### src/rtl/demux_router.sv
// demux_router
//   Registered 1-to-N demultiplexer. A word and its destination channel are
//   taken over a valid/ready handshake, held in a register, and presented
//   on the addressed output lane until that consumer accepts it.
//
//   State | meaning
//   IDLE  | hold register empty, ready for a new word
//   HOLD  | word held, presented on lane sel until out_ready[sel]
//
// Ports:
//   clk        clock, rising edge
//   rst        asynchronous active-high reset
//   in_valid   input word/address valid
//   in_ready   block can accept a word this cycle
//   in_data    input word
//   in_addr    destination channel index
//   out_valid  per-channel valid (bit k = channel k)
//   out_ready  per-channel ready from the consumers
//   out_data   flattened lanes, lane k = [k*DATA_WIDTH +: DATA_WIDTH]
//   err        one-cycle pulse when an out-of-range address is dropped
//   err_count  saturating count of dropped words
//
// Optional build macro: DEMUX_ROUTER_PIPE_EN
//   When defined, HOLD accepts a new word in the same cycle the held word
//   is taken, giving one word per cycle.
module demux_router #(
    parameter int DATA_WIDTH = 32,
    parameter int OUTPUTS    = 2,
    parameter int ADDR_WIDTH = $clog2(OUTPUTS)
) (
    input  logic                          clk,
    input  logic                          rst,
    input  logic                          in_valid,
    output logic                          in_ready,
    input  logic [DATA_WIDTH-1:0]         in_data,
    input  logic [ADDR_WIDTH-1:0]         in_addr,
    output logic [OUTPUTS-1:0]            out_valid,
    input  logic [OUTPUTS-1:0]            out_ready,
    output logic [OUTPUTS*DATA_WIDTH-1:0] out_data,
    output logic                          err,
    output logic [7:0]                    err_count
);

    typedef enum logic {
        IDLE = 1'b0,
        HOLD = 1'b1
    } state_t;

    // One extra bit so the compare also works when OUTPUTS is a power of 2.
    localparam logic [ADDR_WIDTH:0] NUM_OUT = (ADDR_WIDTH+1)'(OUTPUTS);

    state_t                  state;
    state_t                  state_nxt;
    logic [DATA_WIDTH-1:0]   hold_data;
    logic [ADDR_WIDTH-1:0]   sel;
    logic                    sel_ready;
    logic                    addr_ok;
    logic                    accept;
    logic                    load;
    logic                    drop;
    logic                    xfer;

    // Ready of the selected consumer; decoded by loop so an unused sel code
    // (non power-of-2 OUTPUTS) never indexes past the vector.
    always_comb begin
        sel_ready = 1'b0;
        for (int k = 0; k < OUTPUTS; k++) begin
            if (sel == ADDR_WIDTH'(k)) begin
                sel_ready = out_ready[k];
            end
        end
    end

    assign addr_ok = ({1'b0, in_addr} < NUM_OUT);

    always_comb begin
        in_ready = 1'b0;
        if (!rst) begin
            if (state == IDLE) begin
                in_ready = 1'b1;
            end
`ifdef DEMUX_ROUTER_PIPE_EN
            else begin
                in_ready = sel_ready;
            end
`endif
        end
    end

    assign accept = in_valid & in_ready;
    assign load   = accept & addr_ok;
    assign drop   = accept & ~addr_ok;
    assign xfer   = (state == HOLD) & sel_ready;

    // State register
    always_ff @(posedge clk or posedge rst) begin
        if (rst) begin
            state <= IDLE;
        end else begin
            state <= state_nxt;
        end
    end

    // Next-state logic
    always_comb begin
        state_nxt = state;
        case (state)
            IDLE: begin
                if (load) begin
                    state_nxt = HOLD;
                end
            end
            HOLD: begin
                // load can only be set here when the pipelined build lets
                // HOLD accept; otherwise a completed transfer returns to IDLE.
                if (xfer) begin
                    state_nxt = load ? HOLD : IDLE;
                end
            end
            default: state_nxt = IDLE;
        endcase
    end

    // Hold register and error bookkeeping
    always_ff @(posedge clk or posedge rst) begin
        if (rst) begin
            hold_data <= '0;
            sel       <= '0;
            err       <= 1'b0;
            err_count <= 8'h00;
        end else begin
            if (load) begin
                hold_data <= in_data;
                sel       <= in_addr;
            end
            err <= drop;
            if (drop && (err_count != 8'hFF)) begin
                err_count <= err_count + 8'h01;
            end
        end
    end

    // Output logic: decoded only from registered state, sel and hold_data.
    always_comb begin
        out_valid = '0;
        out_data  = '0;
        if (state == HOLD) begin
            for (int k = 0; k < OUTPUTS; k++) begin
                if (sel == ADDR_WIDTH'(k)) begin
                    out_valid[k]                           = 1'b1;
                    out_data[k*DATA_WIDTH +: DATA_WIDTH]   = hold_data;
                end
            end
        end
    end

endmodule

### config.mk
export PLATFORM = sky130hd
export DESIGN_NAME = demux_router
export DESIGN_NICKNAME = d
export VERILOG_FILES = /design/src/rtl/demux_router.sv
export SDC_FILE = /design/constraint.sdc
export NUM_CORES = 1
export LEC_CHECK = 0
export CORE_ASPECT_RATIO = 1.75
export CORE_MARGIN = 2
export CORE_UTILIZATION = 35
export CTS_CLUSTER_DIAMETER = 80
export DETAILED_ROUTE_END_ITERATION = 10
export GPL_TIMING_DRIVEN = 0
export PLACE_DENSITY = 0.77
export SLEW_MARGIN = 20
export SYNTH_ARGS = -nofsm -noshare
export SYNTH_HDL_FRONTEND = slang
export SYNTH_SLANG_ARGS = --single-unit
### constraint.sdc
create_clock -name clk -period 4.3 [get_ports clk]
set_input_delay 0.86 -clock clk [delete_from_list [all_inputs] [get_ports clk]]
set_output_delay 0.86 -clock clk [all_outputs]
set_load 0.005 [all_outputs]
Yosys cells after proc, flatten, opt, wreduce, memory -nomap -nowiden. Cells that the tools add are included.

Register bits: 34. Bits in latches: 0. Bits in writable memories: 0. ROM bits: 0. Input port bits: 38. Output and inout bits: 76. Word-level logic and storage cells: 18. Memories kept: 0.

$add $sub $neg: 0. Multiply operators: 0. Div/mod/pow operators: 0. $lt $le $gt $ge: 0. Equal/unequal tests: 0. Shifts and indexed selects: 0. Muxes and demuxes: 12. Bitwise logic cells: 3. Reduce and logical (&&, ||, !) cells: 0.

Operators by type and width (number): $mux 32 (2); $mux 64 (1); $mux 1 (7); $and 1x1->1 (2); $mux 2 (1); $pmux 1 s2 (1); $not 1->1 (1).

Longest topological paths before layout. Gate-level depths: netlist (run 1).

Depth after elaboration: 6. Gate-level depth with buffers: 4.

Least setup slack after synthesis (run 1). No wires, ideal clock.

Path type: flip-flop to output port. Start point: register sel. End point: output port out_data[23]. Data arrival time: 1145 ps. Path slack: 2295 ps. Cell stages (with the launch flop): 5. Path buffers: 2. Cell sequence: dfrtp_1 clkbuf_1 nor2b_1 clkbuf_1 and2_1.

Longest elaborated chain between the ends: 2.

RTL lines: start: declaration (RTL line 55) `logic [ADDR_WIDTH-1:0] sel;`; start signal: assignment (RTL line 134) `sel <= in_addr;`; $mux 32 (RTL line 149) `if (sel == ADDR_WIDTH'(k)) begin`; $mux 64 (RTL line 147) `if (state == HOLD) begin`; end: declaration (RTL line 39) `output logic [OUTPUTS*DATA_WIDTH-1:0] out_data,`.

No other way between the ends.

Worst setup path after layout (run 1).
Start point: register sel. End point: output port out_data[22].

Same word-level chain as after synthesis.

==> flow_summary.json, run 1 <==
{
  "status": "finished with violations",
  "violations": "design-rule violations",
  "leakage_uw": 0.00138,
  "wire_per_inst_um": 15.4,
  "ys_async_sr_fraction_pct": 100,
  "critical_path_class": "flop to output pin",
  "hpwl_um": 3910,
  "grt_max_degree": 35,
  "final_max_slew_viol_count": 0,
  "synthTopCellsByArea": "dfrtp_1 (47%), mux2_2 (19%), and2_1 (11%), and3_1 (11%), buf_4 (4.1%)",
  "rsz0062_at_grt": "false",
  "place_ws_ns": 1.39,
  "synth_most_common_cell": "dfrtp_1",
  "numCtsBuffers": 5,
  "final_area_um2": 3070,
  "power.share.clock_pct": 23.6,
  "worstMarginPinSlew_ns": 0.731,
  "cts.hold.buffers_added": 0,
  "dr.pass1.iters": 7,
  "rows": 34,
  "worstSetupEndpointType": "output pin",
  "ys.flop_type": "dfrtp_1",
  "final_net_count": 319,
  "vias": 1571,
  "p_comb_share_pct": 38.4,
  "areaGrowthSynthToFinish_pct": 68.1,
  "drc_errors": 7,
  "p_switching_uw": 328,
  "ant_nets": 0,
  "clk_pin_slew_ns": 0.07,
  "totalWireLength_um": 5170,
  "synth_edf_count": 0,
  "yosysTopAreaCell": "dfrtp_1",
  "crit_end": "out_data[22]",
  "clock.fmax_mhz": 315,
  "design.core.area_um2": 5020,
  "synth_area_um2": 1830,
  "htreeDepth": 2,
  "root_buffer": "clkbuf_8",
  "num_antenna_cells": 0,
  "period_share_pct": 73.7,
  "clock_sinks": 34,
  "finalWorstSetupSlack_ns": 1.13,
  "maxCapViolations": 0,
  "start_util_pct": 36.4,
  "internal_power_uw": 873,
  "antenna_found_initial": 0,
  "vdd.ir_drop.worst_v": 0.000310,
  "synth_cell_types": 15,
  "setup_tns_ns": 0,
  "layout-drive-gt1-share_pct": 18.4,
  "holdCritPathClass": "flop to flop",
  "syn_inst": 162,
  "fin_skew_ns": 0.00834,
  "cts_buffer_depth": 2,
  "clock_latency_ns": 0.28,
  "reg2reg_from": "state",
  "globalRouteTotalUtil_pct": 18.3,
  "portBuffers": 104,
  "yosysSeqAreaShare_pct": 46.5,
  "fin_crit_ns": 3.17,
  "cts_tree": "yes",
  "grt_pass1_vias": 1559,
  "die_w_um": 58.7,
  "p_seq_share_pct": 38.0,
  "powerDensity_nw_per_um2": 391,
  "worstReg2RegEnd": "hold_data[20]",
  "io_pins": 114,
  "grt_pass1_wl_um": 8090,
  "worstSetupStartpointType": "flop",
  "die_y_um": 99.6,
  "synth.avg_cell_area_um2": 11.3,
  "postPlaceCellArea_um2": 2970,
  "multi_input_area_um2": 858,
  "slew_headroom_pct": 51.2,
  "synth_top_cell_area_share_pct": 46.5,
  "gp_congestion": 0.784,
  "hold_viol": 0,
  "p_sw_share_pct": 27.3,
  "arrival_ns": 2.31,
  "reg2regPathDepth": 4,
  "fillers": 437,
  "startpoint": "sel",
  "drt_iter0_markers": 34,
  "fp.dieArea_um2": 5840,
  "seq_area_um2": 851,
  "post_cts_resized": 0,
  "synth_common_cells": "dfrtp_1 (34), and2_1 (33), and3_1 (32)",
  "crit_fanout": 10,
  "synth_seq_cells": 34,
  "finalSetupViolCount": 0,
  "postCtsSetupRepairBufs": 0,
  "via_per_inst": 4.68,
  "yosys_warnings": 0,
  "required_ns": 3.44,
  "regToRegSetupSlack_ns": 2.62,
  "grt_overflow": 0,
  "power_uw": 1200
}
## layout by cell type (no fill, tap or decap)
cell	n
mux2_1	2
nor3b_4	1
clkbuf_8	5
buf_4	10
a21o_1	1
bufinv_16	1
inv_2	1
conb_1	9
mux2i_1	1
and3_1	32
mux2_2	31
nor2_1	1
buf_6	3
clkdlybuf4s50_1	104
nor2b_1	1
and2_1	33
clkbuf_1	12
dfrtp_1	34
## state kept, by name, indices dropped and copies added (netlist names)
| signal | cells |
|---|---|
| sel | 1 |
| hold_data | 32 |
| state | 1 |
## power groups by stage
stage | logic (uW) | registers [uW] | clock network [uW]
final | 461 | 457 | 283
after CTS | 469 | 459 | 292
after detailed placement | 466 | 465 | 0
after global routing | 500 | 474 | 306
after floorplan | 225 | 445 | 0
after global placement | 461 | 459 | 0
## per-layer routing
| layer | wire [um] | share of wire (%) | up-vias | GRT usage (%) |
|---|---|---|---|---|
| li1 | - | - | 762 | - |
| met1 | 1960 | 38 | 742 | 21.2 |
| met2 | 2870 | 56 | 58 | 32.7 |
| met3 | 232 | 4.5 | 9 | 2.99 |
| met4 | 105 | 2.0 | 0 | 6.82 |
| met5 | 0 | 0 | - | 0 |
## how the worst min path moves through the flow
stage	to	cells after the start	slack, ns	start
CTS	hold_data[6]	1	0.51	hold_data[6]
floorplan	hold_data[2]	1	0.46	hold_data[2]
global placement	hold_data[2]	1	0.48	hold_data[2]
finish	hold_data[6]	1	0.51	hold_data[6]
global route	hold_data[2]	1	0.53	hold_data[2]
detailed placement	hold_data[6]	1	0.49	hold_data[6]
## layout make-up
cell class | instances | share of cell area, %
tap | 54 | 2.20
clock buffer | 7 | 2.48
sequential | 34 | 27.7
inverter | 1 | 0.122
buffer | 23 | 4.76
timing repair buffer | 104 | 33.9
multi-input combinational | 112 | 27.9
clock inverter | 1 | 0.977
## stage by stage
step | cells | util [%] | hold WS [ns]
3_3_place_gp | 328 | 59.1 | 0.477
6_report | 336 | 61.2 | 0.507
4_1_cts | 336 | 61.2 | 0.508
3_5_place_dp | 328 | 59.1 | 0.489
2_1_floorplan | 170 | - | 0.464
5_1_grt | 336 | 61.2 | 0.525
## worst max-delay path, cell delays in order (launching register included)
cell and delay [ns]:
dfrtp_1 0.37, clkbuf_1 0.20, nor2b_1 0.40, clkbuf_1 0.37, and2_1 0.20, clkdlybuf4s50_1 0.50
## cells by family after synthesis
family / Yosys count / synth area share, %
muxes: 34 / 20.9
buffers and inverters: 24 / 8.21
DFF: 34 / 46.5
and+or+nand+nor: 68 / 23.8
other: 1 / 0.205
AOI/OAI and AO/OA: 1 / 0.411
Power figures use the tool's default switching activity.
==> run 2, diff against run 1 <==
==> constraint.sdc (replaced) <==
create_clock -name clk -period 3.05 [get_ports clk]
set_input_delay 0.61 -clock clk [delete_from_list [all_inputs] [get_ports clk]]
set_output_delay 0.61 -clock clk [all_outputs]
set_load 0.005 [all_outputs]
==> run 2 against run 1 <==
Effect of this change: the run still ends with design-rule violations left; sequential power rose by 41%; critical path depth did not move; via count fell by 0.19%.
==> flow_summary.json, run 2 (same netlist as run 1, synthesis figures left out) <==
{
  "portBuffers": 104,
  "cts_tree": "yes",
  "finalSetupViolCount": 0,
  "worstSetupStartpointType": "flop",
  "num_antenna_cells": 0,
  "maxCapViolations": 0,
  "globalRouteTotalUtil_pct": 18.3,
  "regMostFlops": "hold_data",
  "critPathMostFrequentCell": "clkbuf_1",
  "postPlaceCellArea_um2": 2970,
  "worstSetupEndpointType": "output pin",
  "grt_overflow": 0,
  "powerDensity_nw_per_um2": 551,
  "crit_fanout": 10,
  "instances_no_fill": 336,
  "post-place-cells": 328,
  "cp_num_buf_inv": 3,
  "fin_skew_ns": 0.00835,
  "internal_power_uw": 1230,
  "die_w_um": 58.7,
  "postCtsSetupRepairBufs": 0,
  "drt_iter0_markers": 34,
  "worstMarginPinSlew_ns": 0.731,
  "layout-drive-gt1-share_pct": 18.8,
  "drc_errors": 7,
  "grt_max_degree": 35,
  "clock.fmax_mhz": 355,
  "slowest_stage": "clkdlybuf4s50_1",
  "numCtsBuffers": 5,
  "slew_headroom_pct": 51.2,
  "grt_pass1_vias": 1559,
  "final_max_slew_viol_count": 0,
  "hpwl_um": 3910,
  "place_ws_ns": 0.392,
  "wire_per_inst_um": 15.4,
  "totalWireLength_um": 5170,
  "htreeDepth": 2,
  "p_switching_uw": 463,
  "start_util_pct": 36.4,
  "setup_tns_ns": 0,
  "rsz0062_at_grt": "false",
  "cts_buffer_depth": 2,
  "p_comb_share_pct": 38.4,
  "cpPeakStageDelay_ns": 0.50,
  "clock_latency_ns": 0.28,
  "clock_sinks": 34,
  "arrival_ns": 2.20,
  "violations": "design-rule violations",
  "die_y_um": 99.6,
  "finalWorstSetupSlack_ns": 0.236,
  "final_net_count": 319,
  "post_cts_resized": 0,
  "via_per_inst": 4.67,
  "status": "finished with violations",
  "final_cell_mix": "clkdlybuf4s50_1 (104), dfrtp_1 (34), and2_1 (33)",
  "top_regs": "hold_data (32), sel (1), state (1)",
  "grt_pass1_wl_um": 8090,
  "hold_viol": 0,
  "required_ns": 2.44,
  "fin_crit_ns": 2.81,
  "cp_top_family": "buffers and inverters",
  "final_common_cell": "clkdlybuf4s50_1",
  "p_seq_share_pct": 38.0,
  "gp_congestion": 0.784,
  "dr.pass1.iters": 7,
  "design.core.area_um2": 5020,
  "io_pins": 114,
  "hold_ws_ns": 0.507,
  "root_buffer": "clkbuf_8",
  "antenna_found_initial": 0,
  "leakage_uw": 0.00138,
  "period_share_pct": 92.2,
  "critical_path_class": "flop to output pin",
  "power.share.clock_pct": 23.6,
  "clk_pin_slew_ns": 0.07,
  "vdd.ir_drop.worst_v": 0.000437,
  "holdCritPathClass": "flop to flop",
  "p_sw_share_pct": 27.3,
  "cts.hold.buffers_added": 0,
  "rows": 34,
  "largest_reg_flops": 32,
  "fillers": 438,
  "fp.dieArea_um2": 5840,
  "areaGrowthSynthToFinish_pct": 68.2,
  "final_area_um2": 3080,
  "vias": 1568,
  "ant_nets": 0,
  "crit_chain": "clkbuf_1 > nor2b_2 > clkbuf_1 > and2_1 > clkdlybuf4s50_1"
}
-- run 2: cell count changes in the layout (fill, tap and decap cells not counted) --
| cell | before | now |
|---|---|---|
| nor2b_2 | 0 | 1 |
| nor2b_1 | 1 | 0 |
-- run 2: metal layers --
layer  wire length, um  global-route usage, %
met1              1960                   21.2
met2              2880                   32.7
met3               228                   2.99
met4               105                   6.82
met5                 0                      0
-- run 2: per-stage QoR --
step / total power [uW] / utilization (%)
2_1_floorplan: 944 / -
3_3_place_gp: 1300 / 59.1
3_5_place_dp: 1310 / 59.1
4_1_cts: 1720 / 61.2
5_1_grt: 1810 / 61.3
6_report: 1700 / 61.3
-- run 2: power by group through the flow --
stage	Sequential, uW	Clock [uW]	Combinational [uW]
global placement	647	0	650
floorplan	628	0	317
detailed placement	656	0	657
global route	668	432	706
CTS	646	412	661
finish	644	399	651
-- run 2: area by class of cell --
cell class                      count  area, um^2  area share (%)
Timing Repair Buffer              104        1040            33.8
Multi-Input combinational cell    112         861            28.0
Sequential cell                    34         851            27.7
Buffer                             23         146            4.76
Clock buffer                        7        76.3            2.48
Tap cell                           54        67.6            2.20
Clock inverter                      1        30.0           0.976
Inverter                            1        3.75           0.122
-- run 2: worst paths after layout --
check                      slack [ns]    startpoint  cells past startpoint             to
setup / recovery                 0.24           sel                      5   out_data[22]
hold / removal                   0.51  hold_data[6]                      1   hold_data[6]
setup reg to reg                 1.37         state                      4  hold_data[20]
hold reg to reg                  0.51  hold_data[6]                      1   hold_data[6]
max in group asynchronous        1.70           rst                      2  hold_data[14]
min in group asynchronous        0.88           rst                      2   hold_data[4]
